<file path="src/rtl/dmem_arb_pkg.sv">
// Shared constants and owner-state encoding for the data-memory arbiter.
package dmem_arb_pkg;

    localparam int unsigned ADDR_W_DEF = 12;
    localparam int unsigned DATA_W_DEF = 32;
    localparam int unsigned CNT_W      = 4;

    typedef logic [1:0] own_state_t;

    localparam own_state_t IDLE = 2'd0;
    localparam own_state_t OWN0 = 2'd1;
    localparam own_state_t OWN1 = 2'd2;

endpackage

</file>
<file path="src/rtl/arb_pick2.sv">
// Combinational port selection: bounded-burst ownership with alternating tie-break.
module arb_pick2
    import dmem_arb_pkg::*;
#(
    parameter int unsigned MAX_BURST = 4
) (
    input  own_state_t       state,
    input  logic [CNT_W-1:0] cnt,
    input  logic             last,
    input  logic             req0,
    input  logic             req1,
    output logic             sel,
    output logic             sel_valid
);

    localparam logic [CNT_W-1:0] BURST = MAX_BURST[CNT_W-1:0];

    always_comb begin
        sel       = 1'b0;
        sel_valid = req0 | req1;
        case (state)
            OWN0: begin
                // Owner keeps the port until its burst is spent while the other waits.
                if (req0 && ((cnt < BURST) || !req1)) begin
                    sel = 1'b0;
                end else begin
                    sel = req1;
                end
            end
            OWN1: begin
                if (req1 && ((cnt < BURST) || !req0)) begin
                    sel = 1'b1;
                end else begin
                    sel = !req0 && req1;
                end
            end
            default: begin
                if (req0 && req1) begin
                    sel = ~last;
                end else begin
                    sel = req1;
                end
            end
        endcase
    end

endmodule

</file>
<file path="src/rtl/dmem_arbiter.sv">
// Two-port arbiter sharing a single-port synchronous-read data memory.
module dmem_arbiter
    import dmem_arb_pkg::*;
#(
    parameter int unsigned ADDR_W    = ADDR_W_DEF,
    parameter int unsigned DATA_W    = DATA_W_DEF,
    parameter int unsigned MAX_BURST = 4
) (
    input  logic              clock,
    input  logic              reset,
    input  logic              req0,
    input  logic              req1,
    input  logic              wren0,
    input  logic              wren1,
    input  logic [ADDR_W-1:0] addr0,
    input  logic [ADDR_W-1:0] addr1,
    input  logic [DATA_W-1:0] wdata0,
    input  logic [DATA_W-1:0] wdata1,
    output logic              gnt0,
    output logic              gnt1,
    output logic              rvalid0,
    output logic              rvalid1,
    output logic [DATA_W-1:0] rdata0,
    output logic [DATA_W-1:0] rdata1,
    output logic [ADDR_W-1:0] mem_address,
    output logic [DATA_W-1:0] mem_data,
    output logic              mem_wren,
    input  logic [DATA_W-1:0] mem_q
);

    localparam logic [CNT_W-1:0] CNT_MAX = '1;

    own_state_t       state_q, state_d;
    logic [CNT_W-1:0] cnt_q, cnt_d;
    logic             last_q, last_d;
    logic             rvalid0_q, rvalid1_q;
    logic             sel, sel_valid;

    arb_pick2 #(
        .MAX_BURST (MAX_BURST)
    ) u_pick (
        .state     (state_q),
        .cnt       (cnt_q),
        .last      (last_q),
        .req0      (req0),
        .req1      (req1),
        .sel       (sel),
        .sel_valid (sel_valid)
    );

    // Gating with reset keeps grants low while reset is held, even if requests are up.
    assign gnt0 = reset & sel_valid & ~sel & req0;
    assign gnt1 = reset & sel_valid & sel & req1;

    always_comb begin
        state_d = IDLE;
        cnt_d   = '0;
        last_d  = last_q;
        if (sel_valid) begin
            state_d = sel ? OWN1 : OWN0;
            if (state_q == state_d) begin
                cnt_d = (cnt_q == CNT_MAX) ? cnt_q : cnt_q + 4'd1;
            end else begin
                cnt_d  = 4'd1;
                last_d = sel;
            end
        end
    end

    always_ff @(posedge clock or negedge reset) begin
        if (!reset) begin
            state_q   <= IDLE;
            cnt_q     <= '0;
            last_q    <= 1'b1;
            rvalid0_q <= 1'b0;
            rvalid1_q <= 1'b0;
        end else begin
            state_q   <= state_d;
            cnt_q     <= cnt_d;
            last_q    <= last_d;
            rvalid0_q <= gnt0 & ~wren0;
            rvalid1_q <= gnt1 & ~wren1;
        end
    end

    assign mem_address = (sel_valid && sel) ? addr1 : addr0;
    assign mem_data    = (sel_valid && sel) ? wdata1 : wdata0;
    assign mem_wren    = (gnt0 & wren0) | (gnt1 & wren1);

    assign rvalid0 = rvalid0_q;
    assign rvalid1 = rvalid1_q;
    assign rdata0  = rvalid0_q ? mem_q : '0;
    assign rdata1  = rvalid1_q ? mem_q : '0;

endmodule
</file>
<file path="config.mk">
export PLATFORM = sky130hd
export DESIGN_NAME = dmem_arbiter
export DESIGN_NICKNAME = d
export VERILOG_FILES = /design/src/rtl/dmem_arb_pkg.sv /design/src/rtl/arb_pick2.sv /design/src/rtl/dmem_arbiter.sv
export SDC_FILE = /design/constraint.sdc
export NUM_CORES = 1
export LEC_CHECK = 0
export CORE_AREA = 2 2 92 94
export CTS_BUF_LIST = sky130_fd_sc_hd__clkbuf_16
export CTS_CLUSTER_SIZE = 16
export DETAILED_ROUTE_END_ITERATION = 10
export DIE_AREA = 0 0 94 96
export PLACE_DENSITY = 0.73
export SLEW_MARGIN = 20
export SYNTH_ARGS = -nofsm -noshare
export SYNTH_HDL_FRONTEND = slang
export SYNTH_SLANG_ARGS = --single-unit
</file>
<file path="constraint.sdc">
create_clock -name clock -period 2.2 [get_ports clock]
set_input_delay 0.44 -clock clock [delete_from_list [all_inputs] [get_ports clock]]
set_output_delay 0.44 -clock clock [all_outputs]
set_load 0.01 [all_outputs]
</file>
==> impl_metrics.toml <==
[worst_hold_path]
hold_path_class = "input port to async pin"

[timing]
post-route-worst-setup-slack_ps = -489
hold_violations = 0
relSlewSlack = 0.743
worst_pin_slew_ps = 376
max_freq_ghz = 0.372
drv_slew = 0
fin_crit_sh = 1.22
fin_crit_ps = 2690
skew_ps = 4.89
rsz0062_at_grt = "yes"
setup_viol = 46

[worst_setup_path]
crit_top_cell = "buf_6"
required_ps = 1760
cp_max_fo = 8
cp_cell_sequence = "ha_4, nand3b_1, o22ai_4, nor2_4, buf_6, buf_12, buf_6, mux2_4, buf_6"
start_kind = "flop"
critPathKind = "flop to output port"
crit_family = "buffers and inverters"
crit_path_end_kind = "output port"
crit_arrival_ps = 2250
cp_num_buf_inv = 4
cpPeakStageDelay_ps = 440
slowest_stage = "dfrtp_2"

[placement]
routabilityCongestion = 0.824
pre_cts_ws_ps = -883
dpl.hpwl_um = 7490
port_buffers = 238
placedInstanceArea_sq_um = 4200

[synth]
synth.area.top_cells = "mux2_2 (28%), and2_1 (26%), dfrtp_1 (13%), mux2_4 (4.8%), ha_1 (2.4%)"
ys.flop_type = "dfrtp_1"
ys_async_sr_fraction = 1.00
seq_area_frac_synth = 0.145
synth_top_cell_area_share = 0.281
yosysWarnings = 0
ys_types = 35
synth.largest_area_cell = "mux2_2"
yosys_register_bits = 9
netlist_instances = 179
netlist_area_sq_um = 1560
synth_nets = 308
synth_edf_count = 0
syn_avg_cell_area_sq_um = 8.72

[grt]
grt_max_degree = 34
grt_usage = 0.205
grt_overflow_total = 0
grt_pass1_vias = 2639
grt_first_pass_wirelength_um = 14000
antenna_found_initial = 1

[finish]
fin_area_sq_um = 4700
drive_gt1_frac = 0.323
syn2layout_area_growth_pct = 201
nNetsFinal = 579
nFillCells = 735
utilization = 0.584

[power_and_ir_drop]
finalPower_mw = 4.28
p_leak_nw = 2.04
power_density_nw_per_um2 = 910
vdd_drop_max_mv = 0.624

[clock_network]
cts_sinks = 9
cts_made_buffers = 3
clk_pin_slew_worst_paths_ps = 40
cts_tree = "built"
ctsHtreeMaxLevel = 1
clk_latency_ps = 240
cts_buffer_depth = 2
clockRootBuffer = "clkbuf_16"

[route]
drt-pass1-iter-count = 4
final_antenna_net_count = 0
wirelength_um = 9670
drt-initial-drc-count = 52
viasPerCell = 4.35
via_count = 2417
wl_per_cell_um = 17.4
drc = 0

[outcome]
outcome = "complete, but fails checks"
violations = "negative setup slack"

[floorplanning]
coreArea_sq_um = 8050
initial_core_util = 0.194
rows = 33
die_w_um = 94
ios = 239
fp.dieH_um = 96
die_area_sq_um = 9020

[job]
maxCapViolations = 0
cells by family after synthesis:
family,after synthesis,synth area share
adders and majority gates,3,0.0241
buffers and inverters,15,0.0537
and+or+nand+nor,91,0.349
muxes,45,0.336
xor gates and xnor gates,1,0.00561
AOI/OAI and AO/OA,15,0.0866
DFF,9,0.145
synth_stat cells, drive strengths merged, types with 2 or more instances:
cell type,instances
a2111oi,2
a211oi,2
a21oi,2
and2,64
buf,6
clkbuf,6
dfrtp,8
ha,3
inv,3
mux2,44
nand2,6
nand3,3
nand3b,2
nor2,6
nor3,6
o21a,2
per-stage QoR:
step | TNS, ps | cells | hold WS [ps]
CTS | -20780 | 555 | 632
global route | -22310 | 555 | 633
floorplan | -376 | 179 | 144
detailed placement | -38620 | 533 | 647
global placement | -37520 | 533 | 626
finish | -19130 | 555 | 628
cell type report:
type / instances / area (sq um) / area share
antenna: 1 / 2.50 / 0.000533
clock buffer: 3 / 75.1 / 0.0160
clock inverter: 1 / 3.75 / 0.000799
inverter: 3 / 11.3 / 0.00240
multi-input combinational: 155 / 1370 / 0.291
sequential: 9 / 228 / 0.0485
tap: 105 / 131 / 0.0280
timing repair buffer: 278 / 2880 / 0.613
final timing paths:
path | startpoint | to | slack, ps | cells after the start
worst max-delay path | state_q[1] | mem_data[26] | -490 | 9
worst min-delay path | reset | state_q[0] | 630 | 2
worst max register to register | state_q[1] | cnt_q[0] | 220 | 6
worst min register to register | last_q | last_q | 650 | 3
max in group asynchronous | reset | last_q | 1210 | 3
min in group clock | last_q | last_q | 650 | 3
layer usage:
layer / vias up / track usage / routed length [um]
met5: - / 0 / 0
met4: 0 / 0.0652 / 274
met3: 15 / 0.0736 / 997
met2: 155 / 0.405 / 5180
met1: 1084 / 0.195 / 3220
li1: 1163 / - / -
timing repair:
| item | 4_1_cts | 5_1_grt |
|---|---|---|
| pin swaps | 4 | 2 |
| endpoints found under the hold margin | 0 | 0 |
| setup buffers | 13 | 1 |
| gates cloned | 5 | 1 |
| hold buffers | 0 | 0 |
| endpoints found under the setup margin | 47 | 47 |
| resized for setup | 258 | 18 |
flip-flops by register name (all words and copies together) (netlist names):
| signal | cells |
|---|---|
| cnt_q | 4 |
| last_q | 1 |
| rvalid0 | 1 |
| rvalid1 | 1 |
| state_q | 2 |
layout by cell type (no fill, tap or decap), types with 2 or more instances in the layout:
cell,synthesis,layout
buf_6,2,51
ha_1,3,2
nand3b_1,2,2
inv_1,3,3
buf_12,0,4
nor3_2,0,2
buf_16,0,3
a21oi_1,2,2
dlygate4sd2_1,0,3
nor2_4,1,2
clkbuf_16,0,4
and2_1,64,64
mux2_2,39,17
buf_4,3,25
nand3_1,3,3
nor3_1,6,4
clkdlybuf4s50_1,0,189
a211oi_1,2,2
o21a_1,2,2
dfrtp_1,8,7
nand2_1,6,6
mux2_4,5,27
nor2_1,5,4
buf_2,1,2
report_power, final:
group	internal, mW	switching [mW]	total (mW)
combinational	2.33	1.35	3.68
clock	0.238	0.0828	0.321
sequential	0.222	0.0518	0.273
Note: power is estimated with default switching activity, not from simulation.
